[config.mk]
export PLATFORM = sky130hd
export DESIGN_NAME = eeg_aram_lane_init_flat
export DESIGN_NICKNAME = d
export VERILOG_FILES = /design/src/rtl/eeg_aram_lane_init_if.sv /design/src/rtl/eeg_aram_lane_init.sv /design/src/flat_wrapper.sv
export SDC_FILE = /design/constraint.sdc
export NUM_CORES = 1
export LEC_CHECK = 0
export ABC_AREA = 1
export CAP_MARGIN = 15
export CORE_ASPECT_RATIO = 0.75
export CORE_MARGIN = 5
export CORE_UTILIZATION = 55
export DETAILED_ROUTE_END_ITERATION = 10
export GPL_TIMING_DRIVEN = 0
export PLACE_DENSITY_LB_ADDON = 0.15
export SLEW_MARGIN = 20
export SYNTH_ARGS = -nofsm -noshare
export SYNTH_HDL_FRONTEND = slang
export SYNTH_SLANG_ARGS = --single-unit
[constraint.sdc]
create_clock -name clk -period 2.9 [get_ports clk]
set_input_delay 0.29 -clock clk [delete_from_list [all_inputs] [get_ports clk]]
set_output_delay 0.29 -clock clk [all_outputs]
set_load 0.01 [all_outputs]
[src/rtl/eeg_aram_lane_init_if.sv]
// rtl/eeg_aram_lane_init_if.sv - engine/bank signal bundle for one ARAM lane initiator
interface eeg_aram_lane_init_if #(
    parameter int ADD_AW = 12,
    parameter int DAT_DW = 8,
    parameter int LEN_DW = 12
);
    logic              is_idle;
    logic              cfg_info_vld;
    logic              cfg_info_rdy;
    logic [1:0]        cfg_info_cmd;
    logic [ADD_AW-1:0] cfg_base_add;
    logic [LEN_DW-1:0] cfg_len_m1;
    logic              src_dat_vld;
    logic              src_dat_rdy;
    logic [DAT_DW-1:0] src_dat_dat;
    logic              etoa_dat_vld;
    logic              etoa_dat_lst;
    logic              etoa_dat_rdy;
    logic [ADD_AW-1:0] etoa_dat_add;
    logic [DAT_DW-1:0] etoa_dat_dat;
    logic              etoa_add_vld;
    logic              etoa_add_lst;
    logic              etoa_add_rdy;
    logic [ADD_AW-1:0] etoa_add_add;
    logic              atoe_dat_vld;
    logic              atoe_dat_lst;
    logic              atoe_dat_rdy;
    logic [DAT_DW-1:0] atoe_dat_dat;
    logic              dst_dat_vld;
    logic              dst_dat_lst;
    logic              dst_dat_rdy;
    logic [DAT_DW-1:0] dst_dat_dat;

    modport slave (
        output is_idle, cfg_info_rdy, src_dat_rdy,
        output etoa_dat_vld, etoa_dat_lst, etoa_dat_add, etoa_dat_dat,
        output etoa_add_vld, etoa_add_lst, etoa_add_add,
        output atoe_dat_rdy, dst_dat_vld, dst_dat_lst, dst_dat_dat,
        input  cfg_info_vld, cfg_info_cmd, cfg_base_add, cfg_len_m1,
        input  src_dat_vld, src_dat_dat, etoa_dat_rdy, etoa_add_rdy,
        input  atoe_dat_vld, atoe_dat_lst, atoe_dat_dat, dst_dat_rdy
    );

    modport master (
        input  is_idle, cfg_info_rdy, src_dat_rdy,
        input  etoa_dat_vld, etoa_dat_lst, etoa_dat_add, etoa_dat_dat,
        input  etoa_add_vld, etoa_add_lst, etoa_add_add,
        input  atoe_dat_rdy, dst_dat_vld, dst_dat_lst, dst_dat_dat,
        output cfg_info_vld, cfg_info_cmd, cfg_base_add, cfg_len_m1,
        output src_dat_vld, src_dat_dat, etoa_dat_rdy, etoa_add_rdy,
        output atoe_dat_vld, atoe_dat_lst, atoe_dat_dat, dst_dat_rdy
    );
endinterface

[src/rtl/eeg_aram_lane_init.sv]
// rtl/eeg_aram_lane_init.sv - single-lane ARAM bank initiator (write pass-through, credit-bounded read)
module eeg_aram_lane_init #(
    parameter int ARAM_ADD_AW = 12,
    parameter int ARAM_DAT_DW = 8,
    parameter int ARAM_LEN_DW = 12,
    parameter int MAX_OUTSTD  = 4
) (
    input  logic                  clk,
    input  logic                  rst_n,
    eeg_aram_lane_init_if.slave   bus
);
    localparam int AW = ARAM_ADD_AW;
    localparam int DW = ARAM_DAT_DW;
    localparam int LW = ARAM_LEN_DW;
    localparam int PW = $clog2(MAX_OUTSTD);
    localparam int CW = PW + 1;

    typedef enum logic [1:0] {ST_IDLE, ST_WR, ST_RD} state_t;

    state_t          state;
    logic [AW-1:0]   base;
    logic [LW-1:0]   len_m1;
    logic [LW-1:0]   wcnt;
    logic [LW-1:0]   dcnt;
    logic [LW:0]     acnt;
    logic [CW-1:0]   ost;
    logic [CW-1:0]   fcnt;
    logic [PW-1:0]   wptr;
    logic [PW-1:0]   rptr;
    logic [DW:0]     mem [MAX_OUTSTD];

    logic is_wr, is_rd, cfg_fire, wr_fire, add_fire, ret_fire, dst_fire, dst_lst_exp;

    assign is_wr    = (state == ST_WR);
    assign is_rd    = (state == ST_RD);
    assign cfg_fire = (state == ST_IDLE) && bus.cfg_info_vld;

    assign bus.is_idle      = (state == ST_IDLE);
    assign bus.cfg_info_rdy = (state == ST_IDLE);

    // Write path is a straight combinational pass between source and bank.
    assign bus.src_dat_rdy  = is_wr && bus.etoa_dat_rdy;
    assign bus.etoa_dat_vld = is_wr && bus.src_dat_vld;
    assign bus.etoa_dat_add = is_wr ? base + AW'(wcnt) : '0;
    assign bus.etoa_dat_dat = is_wr ? bus.src_dat_dat : '0;
    assign bus.etoa_dat_lst = bus.etoa_dat_vld && (wcnt == len_m1);

    // acnt is one bit wider so "all issued" (len_m1+1) is representable at full length.
    assign bus.etoa_add_vld = is_rd && (acnt <= {1'b0, len_m1}) && (ost < CW'(MAX_OUTSTD));
    assign bus.etoa_add_add = bus.etoa_add_vld ? base + AW'(acnt) : '0;
    assign bus.etoa_add_lst = bus.etoa_add_vld && (acnt == {1'b0, len_m1});

    assign bus.atoe_dat_rdy = is_rd;
    assign bus.dst_dat_vld  = is_rd && (fcnt != '0);
    assign bus.dst_dat_dat  = bus.dst_dat_vld ? mem[rptr][DW-1:0] : '0;
    assign dst_lst_exp      = (dcnt == len_m1);
    assign bus.dst_dat_lst  = bus.dst_dat_vld && dst_lst_exp;

    assign wr_fire  = bus.etoa_dat_vld && bus.etoa_dat_rdy;
    assign add_fire = bus.etoa_add_vld && bus.etoa_add_rdy;
    assign ret_fire = is_rd && bus.atoe_dat_vld;
    assign dst_fire = bus.dst_dat_vld && bus.dst_dat_rdy;

    always_ff @(posedge clk) begin
        if (ret_fire) mem[wptr] <= {bus.atoe_dat_lst, bus.atoe_dat_dat};
    end

    always_ff @(posedge clk) begin
        if (!rst_n) begin
            state  <= ST_IDLE;
            base   <= '0;
            len_m1 <= '0;
            wcnt   <= '0;
            dcnt   <= '0;
            acnt   <= '0;
            ost    <= '0;
            fcnt   <= '0;
            wptr   <= '0;
            rptr   <= '0;
        end else begin
            case (state)
                ST_IDLE: begin
                    if (cfg_fire) begin
                        base   <= bus.cfg_base_add;
                        len_m1 <= bus.cfg_len_m1;
                        if (bus.cfg_info_cmd == 2'b01)      state <= ST_WR;
                        else if (bus.cfg_info_cmd == 2'b10) state <= ST_RD;
                    end
                end
                ST_WR: begin
                    if (wr_fire) begin
                        if (bus.etoa_dat_lst) begin
                            wcnt  <= '0;
                            state <= ST_IDLE;
                        end else begin
                            wcnt <= wcnt + LW'(1);
                        end
                    end
                end
                ST_RD: begin
                    if (add_fire) acnt <= acnt + (LW+1)'(1);
                    if (ret_fire) wptr <= wptr + PW'(1);
                    if (dst_fire) begin
                        rptr <= rptr + PW'(1);
                        dcnt <= dcnt + LW'(1);
                    end
                    // Credits bound occupancy: ost counts issued-but-not-popped words.
                    case ({add_fire, dst_fire})
                        2'b10:   ost <= ost + CW'(1);
                        2'b01:   ost <= ost - CW'(1);
                        default: ost <= ost;
                    endcase
                    case ({ret_fire, dst_fire})
                        2'b10:   fcnt <= fcnt + CW'(1);
                        2'b01:   fcnt <= fcnt - CW'(1);
                        default: fcnt <= fcnt;
                    endcase
                    if (dst_fire && dst_lst_exp) begin
                        state <= ST_IDLE;
                        acnt  <= '0;
                        dcnt  <= '0;
                        ost   <= '0;
                        fcnt  <= '0;
                        wptr  <= '0;
                        rptr  <= '0;
                    end
                end
                default: state <= ST_IDLE;
            endcase
        end
    end

    assert property (@(posedge clk) disable iff (!rst_n)
        !(ret_fire && (fcnt == CW'(MAX_OUTSTD))))
        else $fatal(1, "return fifo overflow");

    assert property (@(posedge clk) disable iff (!rst_n)
        dst_fire |-> (mem[rptr][DW] == dst_lst_exp))
        else $error("bank last flag disagrees with length count");
endmodule

[src/flat_wrapper.sv]
// flat-port wrapper written by rule: the top's interface ports become plain ports
module eeg_aram_lane_init_flat 
#(
    parameter int ARAM_ADD_AW = 12,
    parameter int ARAM_DAT_DW = 8,
    parameter int ARAM_LEN_DW = 12,
    parameter int MAX_OUTSTD  = 4
)
  (clk, rst_n, bus_is_idle, bus_cfg_info_rdy, bus_src_dat_rdy, bus_etoa_dat_vld, bus_etoa_dat_lst, bus_etoa_dat_add, bus_etoa_dat_dat, bus_etoa_add_vld, bus_etoa_add_lst, bus_etoa_add_add, bus_atoe_dat_rdy, bus_dst_dat_vld, bus_dst_dat_lst, bus_dst_dat_dat, bus_cfg_info_vld, bus_cfg_info_cmd, bus_cfg_base_add, bus_cfg_len_m1, bus_src_dat_vld, bus_src_dat_dat, bus_etoa_dat_rdy, bus_etoa_add_rdy, bus_atoe_dat_vld, bus_atoe_dat_lst, bus_atoe_dat_dat, bus_dst_dat_rdy);
  eeg_aram_lane_init_if #(.ADD_AW(12), .DAT_DW(8), .LEN_DW(12)) bus_i ();
  input  logic clk;
  input  logic rst_n;
  output wire logic [$bits(bus_i.is_idle)-1:0] bus_is_idle;
  output wire logic [$bits(bus_i.cfg_info_rdy)-1:0] bus_cfg_info_rdy;
  output wire logic [$bits(bus_i.src_dat_rdy)-1:0] bus_src_dat_rdy;
  output wire logic [$bits(bus_i.etoa_dat_vld)-1:0] bus_etoa_dat_vld;
  output wire logic [$bits(bus_i.etoa_dat_lst)-1:0] bus_etoa_dat_lst;
  output wire logic [$bits(bus_i.etoa_dat_add)-1:0] bus_etoa_dat_add;
  output wire logic [$bits(bus_i.etoa_dat_dat)-1:0] bus_etoa_dat_dat;
  output wire logic [$bits(bus_i.etoa_add_vld)-1:0] bus_etoa_add_vld;
  output wire logic [$bits(bus_i.etoa_add_lst)-1:0] bus_etoa_add_lst;
  output wire logic [$bits(bus_i.etoa_add_add)-1:0] bus_etoa_add_add;
  output wire logic [$bits(bus_i.atoe_dat_rdy)-1:0] bus_atoe_dat_rdy;
  output wire logic [$bits(bus_i.dst_dat_vld)-1:0] bus_dst_dat_vld;
  output wire logic [$bits(bus_i.dst_dat_lst)-1:0] bus_dst_dat_lst;
  output wire logic [$bits(bus_i.dst_dat_dat)-1:0] bus_dst_dat_dat;
  input wire logic [$bits(bus_i.cfg_info_vld)-1:0] bus_cfg_info_vld;
  input wire logic [$bits(bus_i.cfg_info_cmd)-1:0] bus_cfg_info_cmd;
  input wire logic [$bits(bus_i.cfg_base_add)-1:0] bus_cfg_base_add;
  input wire logic [$bits(bus_i.cfg_len_m1)-1:0] bus_cfg_len_m1;
  input wire logic [$bits(bus_i.src_dat_vld)-1:0] bus_src_dat_vld;
  input wire logic [$bits(bus_i.src_dat_dat)-1:0] bus_src_dat_dat;
  input wire logic [$bits(bus_i.etoa_dat_rdy)-1:0] bus_etoa_dat_rdy;
  input wire logic [$bits(bus_i.etoa_add_rdy)-1:0] bus_etoa_add_rdy;
  input wire logic [$bits(bus_i.atoe_dat_vld)-1:0] bus_atoe_dat_vld;
  input wire logic [$bits(bus_i.atoe_dat_lst)-1:0] bus_atoe_dat_lst;
  input wire logic [$bits(bus_i.atoe_dat_dat)-1:0] bus_atoe_dat_dat;
  input wire logic [$bits(bus_i.dst_dat_rdy)-1:0] bus_dst_dat_rdy;
  assign bus_is_idle = bus_i.is_idle;
  assign bus_cfg_info_rdy = bus_i.cfg_info_rdy;
  assign bus_src_dat_rdy = bus_i.src_dat_rdy;
  assign bus_etoa_dat_vld = bus_i.etoa_dat_vld;
  assign bus_etoa_dat_lst = bus_i.etoa_dat_lst;
  assign bus_etoa_dat_add = bus_i.etoa_dat_add;
  assign bus_etoa_dat_dat = bus_i.etoa_dat_dat;
  assign bus_etoa_add_vld = bus_i.etoa_add_vld;
  assign bus_etoa_add_lst = bus_i.etoa_add_lst;
  assign bus_etoa_add_add = bus_i.etoa_add_add;
  assign bus_atoe_dat_rdy = bus_i.atoe_dat_rdy;
  assign bus_dst_dat_vld = bus_i.dst_dat_vld;
  assign bus_dst_dat_lst = bus_i.dst_dat_lst;
  assign bus_dst_dat_dat = bus_i.dst_dat_dat;
  assign bus_i.cfg_info_vld = bus_cfg_info_vld;
  assign bus_i.cfg_info_cmd = bus_cfg_info_cmd;
  assign bus_i.cfg_base_add = bus_cfg_base_add;
  assign bus_i.cfg_len_m1 = bus_cfg_len_m1;
  assign bus_i.src_dat_vld = bus_src_dat_vld;
  assign bus_i.src_dat_dat = bus_src_dat_dat;
  assign bus_i.etoa_dat_rdy = bus_etoa_dat_rdy;
  assign bus_i.etoa_add_rdy = bus_etoa_add_rdy;
  assign bus_i.atoe_dat_vld = bus_atoe_dat_vld;
  assign bus_i.atoe_dat_lst = bus_atoe_dat_lst;
  assign bus_i.atoe_dat_dat = bus_atoe_dat_dat;
  assign bus_i.dst_dat_rdy = bus_dst_dat_rdy;
  eeg_aram_lane_init #(.ARAM_ADD_AW(ARAM_ADD_AW), .ARAM_DAT_DW(ARAM_DAT_DW), .ARAM_LEN_DW(ARAM_LEN_DW), .MAX_OUTSTD(MAX_OUTSTD)) u_core (.clk(clk), .rst_n(rst_n), .bus(bus_i));
endmodule
Yosys cells after proc, flatten, opt, wreduce, memory -nomap -nowiden

Memory sizes are Yosys's and may differ from the RTL's. A register that Yosys moved wholly into a read port is not among the register bits.
Cells that the tools add are included.
W data, S select, Z words.

Output and inout port bits: 50
Register bits after elaboration: 73
Input bits: 51
Logic and storage cells: 97
Memories kept: 1
Bits in writable memories: 36

Memories:

| memory     | words | width | read ports | clocked after Yosys merged registers in | write ports | RTL line                 | RTL |
|---|---|---|---|---|---|---|---|
| u_core.mem | 4     | 9     | 1          | 1                                       | 1           | eeg_aram_lane_init.sv:30 | `logic [DW:0] mem [MAX_OUTSTD];` |

$lt $le $gt $ge: 2
Add/sub/neg operators: 11
Reduce and logical (&&, ||, !) cells: 29
Equality and inequality tests: 16
Mux-type cells: 28

Operators with widths:

| kind                    | count |
|---|---|
| $mux W12                | 5 |
| $mux W13                | 2 |
| $add A12 B1 Y12 const B | 2 |
| $add A12 B12 Y12        | 2 |
| $eq A12 B12 Y1          | 2 |
| $mux W2                 | 12 |
| $mux W8                 | 2 |
| $logic_and A1 B1 Y1     | 14 |
| $reduce_and A2 Y1       | 7 |
| $add A13 B1 Y13 const B | 1 |
| $eq A13 B12 Y1          | 1 |
| $le A13 B12 Y1          | 1 |
| $pmux W3 S2             | 2 |
| $reduce_bool A3 Y1      | 3 |
| $eq A2 B1 Y1 const B    | 4 |
| $eq A2 B2 Y1 const B    | 4 |
| $add A3 B1 Y3 const B   | 2 |
| $mux W3                 | 2 |
| $ne A2 B2 Y1 const B    | 3 |
| $pmux W2 S3             | 1 |
| $reduce_bool A2 Y1      | 3 |
| $sub A3 B1 Y3 const B   | 2 |
| $reduce_and A5 Y1       | 1 |
| $add A2 B1 Y2 const B   | 2 |
| 5 further kinds         | 6 |

Depth between registers and ports, before layout

Word-level depth: 8
Gate-level depth with buffers: 18
Gate-level depth less buffers: 18

Worst setup path after synthesis

Ideal clock, no wire load.

Path type: flip-flop to flip-flop
Start: register u_core.len_m1[8]
End: register u_core.ost[2]
Period minus slack after synthesis: 2375 ps
Data required time: 2782 ps
Setup slack: 525 ps
Path buffers: 0
Cell stages (with the launch flop): 16
Library setup time: 118 ps
Data arrival time: 2257 ps
Cell sequence: dfxtp_1 inv_1 ha_1 nand2_1 inv_1 nand3_1 nor2_1 nand4_1 nand2_2 nand2_4 ha_1 fa_1 xor2_1 nand4_1 nand3_1 a21oi_1

Word-level cells in the longest chain between the ends: 7
Elaborated cells between the ends (all ways): 12
Those cells by class: order compare (1); eq/ne (3); mux (2); reduce/logical (6)

Ends and longest elaborated chain:

| item                                                     | RTL line                  | RTL |
|---|---|---|
| start: declaration                                       | eeg_aram_lane_init.sv:22  | `logic [LW-1:0] len_m1;` |
| start signal: assignment                                 | eeg_aram_lane_init.sv:85  | `len_m1 <= bus.cfg_len_m1;` |
| $le A13 B12 Y1                                           | eeg_aram_lane_init.sv:49  | `assign bus.etoa_add_vld = is_rd && (acnt <= {1'b0, len_m1}) && (ost < CW'(MAX_OUTSTD));` |
| $logic_and A1 B1 Y1 (2 in a row)                         | eeg_aram_lane_init.sv:49  |  |
| $logic_and A1 B1 Y1                                      | eeg_aram_lane_init.sv:60  | `assign add_fire = bus.etoa_add_vld && bus.etoa_add_rdy;` |
| $eq A2 B1 Y1 / $eq A2 B2 Y1 (equally long branches)      | eeg_aram_lane_init.sv:108 | `case ({add_fire, dst_fire})` |
| $pmux W3 S2 / $reduce_bool A3 Y1 (equally long branches) | --                        |  |
| $mux W3 / $reduce_and A2 Y1 (equally long branches)      | --                        |  |
| end signal: assignment                                   | eeg_aram_lane_init.sv:109 | `2'b10: ost <= ost + CW'(1);` |
| end signal: assignment                                   | eeg_aram_lane_init.sv:110 | `2'b01: ost <= ost - CW'(1);` |
| end signal: assignment                                   | eeg_aram_lane_init.sv:111 | `default: ost <= ost;` |
| end: declaration                                         | eeg_aram_lane_init.sv:26  | `logic [CW-1:0] ost;` |

Parallel ways exist; a longest one is shown, timed or not.
A chain may end at the register's enable or synchronous reset.

Worst setup path in the final report

Start: register u_core.len_m1[5]
End: output bus_etoa_add_add[9]

Word-level cells in the longest chain between the ends: 4

Ends and longest elaborated chain:

| item                             | RTL line                 | RTL |
|---|---|---|
| $le A13 B12 Y1                   | eeg_aram_lane_init.sv:49 |  |
| $logic_and A1 B1 Y1 (2 in a row) | eeg_aram_lane_init.sv:49 |  |
| $mux W12                         | eeg_aram_lane_init.sv:50 | `assign bus.etoa_add_add = bus.etoa_add_vld ? base + AW'(acnt) : '0;` |
| end: declaration                 | flat_wrapper.sv:22       | `output wire logic [$bits(bus_i.etoa_add_add)-1:0] bus_etoa_add_add;` |

Every way passes these cells.

==> out/results.ini <==
[timing]
slew_violations=0
min_period_over_period_pct=97.90
clock_skew_ns=0.006453
finalHoldViolations=0
timing.fmax_ghz=0.3522
finalSetupViolations=0
relSlewSlack_pct=46.26
rsz0062_at_grt=yes
worst_slew_pin_slew_ns=0.8031
fin_crit_ns=2.839

[die]
row_count=34
fp.dieArea_mm2=0.01441
dieWidth_um=136.9
die_y_um=105.2
start_util_pct=56.82
core_area_mm2=0.01170
io_pins=101

[clocking]
root_buffer=clkbuf_16
clk_latency_ns=0.34
htree_levels=3
clock-sinks=107
clockBufferDepth=2
path_clk_slew_ns=0.07
cts_tree=done
cts.hold.buffers_added=0
numCtsBuffers=9

[drt]
ant_nets=0
wl_per_cell_um=15.01
viasPerCell=5.303
via_count=6348
drt_iter0_drc=533
wirelength_mm=17.97
drc=0
dr.pass1.iters=5

[min_path]
hold_class=reg -> reg

[yosys]
yosysUniqueCellTypes=41
synth_ff_type=dfxtp_1
ys_seq_area_share_pct=37.04
synth_xor_area_share_pct=4.216
synth_enable_flop_cells=32
yosys.area_share.simple_pct=29.08
yosys-top-cells-count=nand2_1 (170), nor2_1 (164), inv_1 (105), dfxtp_1 (75), a21oi_1 (71)
yosysWarnings=0
synth-adder-area-share_pct=9.298
synth_area_mm2=0.006648
yosysTopAreaCell=dfxtp_1
syn_inst=917
synth_compound_area_share_pct=12.59
synth_top_family_by_area=simple AND/OR/NAND/NOR gates
synth-seq-cells=107
synthMostInstantiatedCell=nand2_1
async_flop_share_pct=0
syn_nets=1015
synthMuxAreaShare_pct=0
postSynthAreaPerCell_um2=7.249
synth.top_cell.area_share_pct=22.59
synth.area.top_cells=dfxtp_1 (23%), edfxtp_1 (14%), nand2_1 (9.6%), nor2_1 (9.3%), ha_1 (8.1%)

[worst_setup_path]
start_kind=register
cp.arrival_ns=2.55
crit_fanout=6
crit_type=reg -> out
reg2reg_slack_ns=0.16
end_kind=output port
cp.required_ns=2.61

[grt]
grt_pass1_vias=5681
grt_max_degree=17
antenna_found_initial=0
grt_util_all_layers_pct=24.63
grt_pass1_wl_mm=28.28
gr-total-overflow=0

[layout]
nFillCells=970
nets=1128
drive_gt1_share_pct=6.570
ff_latch_area_mm2=0.002472
final_cell_area_mm2=0.008192
antenna_cells=0
utilization_pct=70.02
multiInputGateArea_mm2=0.003697
area_delta_synth_final_pct=23.23

[run]
maxCapViolCount=0

[run_status]
status=finished clean

[pwr]
power.density_mw_per_mm2=414.3
cellLeakagePower_nw=3.552
ir_drop_mv=0.3223

[placement]
place.gp.congestion=0.9640
placedInstanceArea_mm2=0.007831
hpwl_mm=14.04
io_buffers=98

==> sequential cells by signal, summed over array words and instances, names as in the netlist, named ones only <==
| register | cells |
|---|---|
| u_core.fcnt | 3 |
| u_core.mem | 32 |
| u_core.dcnt | 12 |
| u_core.wptr | 2 |
| u_core.len_m1 | 12 |
| u_core.state | 2 |
| u_core.wcnt | 12 |
| u_core.rptr | 2 |
| u_core.ost | 3 |
| u_core.acnt | 13 |
| u_core.base | 12 |
==> repair_timing <==
item	CTS	global route
buffers inserted	4	1
setup endpoints to repair	13	20
resized for setup	18	22
pin swaps	2	2
==> per-stage QoR <==
stage	power, mW	hold WS [ns]	cells	setup WS [ns]	setup TNS (ns)
final	3.394	0.4883	1197	0.06086	0
after global routing	3.537	0.5172	1197	-0.1141	-0.2784
after CTS	3.388	0.4928	1197	-0.04482	-0.04482
after detailed placement	2.262	0.4700	1177	0.07519	0
after global placement	2.252	0.4616	1177	0.07823	0
after floorplan	2.019	0.3889	917	0.5250	0
==> worst max-delay path, stage by stage (launching register included) <==
cell and delay, ns:
dfxtp_1 0.44, inv_1 0.11, ha_1 0.28, nand3_1 0.09, nor2_2 0.14, nand4_1 0.13
buf_4 0.17, nand2_2 0.11, inv_2 0.08, nor2_1 0.10, clkdlybuf4s50_1 0.54
==> kinds of logic after synthesis <==
| logic type | Yosys count |
|---|---|
| simple gates | 442 |
| fa+ha+maj | 47 |
| buf+inv | 131 |
| compound gates | 158 |
| xor+xnor | 32 |
| flops | 107 |
==> final cells by class <==
class	instances	share of cell area (%)
multi-input combinational	679	45.14
sequential	107	30.18
timing repair buffer	103	12.48
inverter	107	4.903
clock buffer	14	3.223
tap	162	2.474
buffer	23	1.451
clock inverter	2	0.1527
==> worst paths after layout <==
path | startpoint | to | cells past startpoint
hold reg to reg | u_core.ost[1] | u_core.ost[1] | 2
setup reg to reg | u_core.len_m1[5] | u_core.ost[2] | 13
hold / removal | u_core.ost[1] | u_core.ost[1] | 2
setup / recovery | u_core.len_m1[5] | bus_etoa_add_add[9] | 10
==> cell usage in the layout (no fill, tap or decap), drive strengths merged, types with 4 or more instances in the layout <==
cell type / instances
clkbuf: 31
a211oi: 5
clkdlybuf4s50: 85
o21ai: 68
a31oi: 4
a21oi: 71
fa: 4
dlymetal6s2s: 6
nor3: 11
nor2: 173
nand3: 51
inv: 106
xnor2: 8
buf: 12
nand2: 177
dfxtp: 75
o21bai: 6
ha: 43
xor2: 24
dlygate4sd2: 5
nand4: 19
edfxtp: 32
==> metal layers <==
metal	part of all wire [%]	GRT usage, %	up-vias
li1	-	-	3244
met1	49	37.94	2875
met2	42	35.90	204
met4	1.4	5.769	0
met5	0	0	-
met3	7.3	4.286	25
==> power by group <==
part	internal (mW)	leakage (nW)	total [mW]	switching, mW
Clock	0.630	0.133	1.14	0.511
Sequential	1.59	0.902	1.66	0.0740
Combinational	0.247	2.52	0.590	0.343
(Power assumes the default switching activity.)
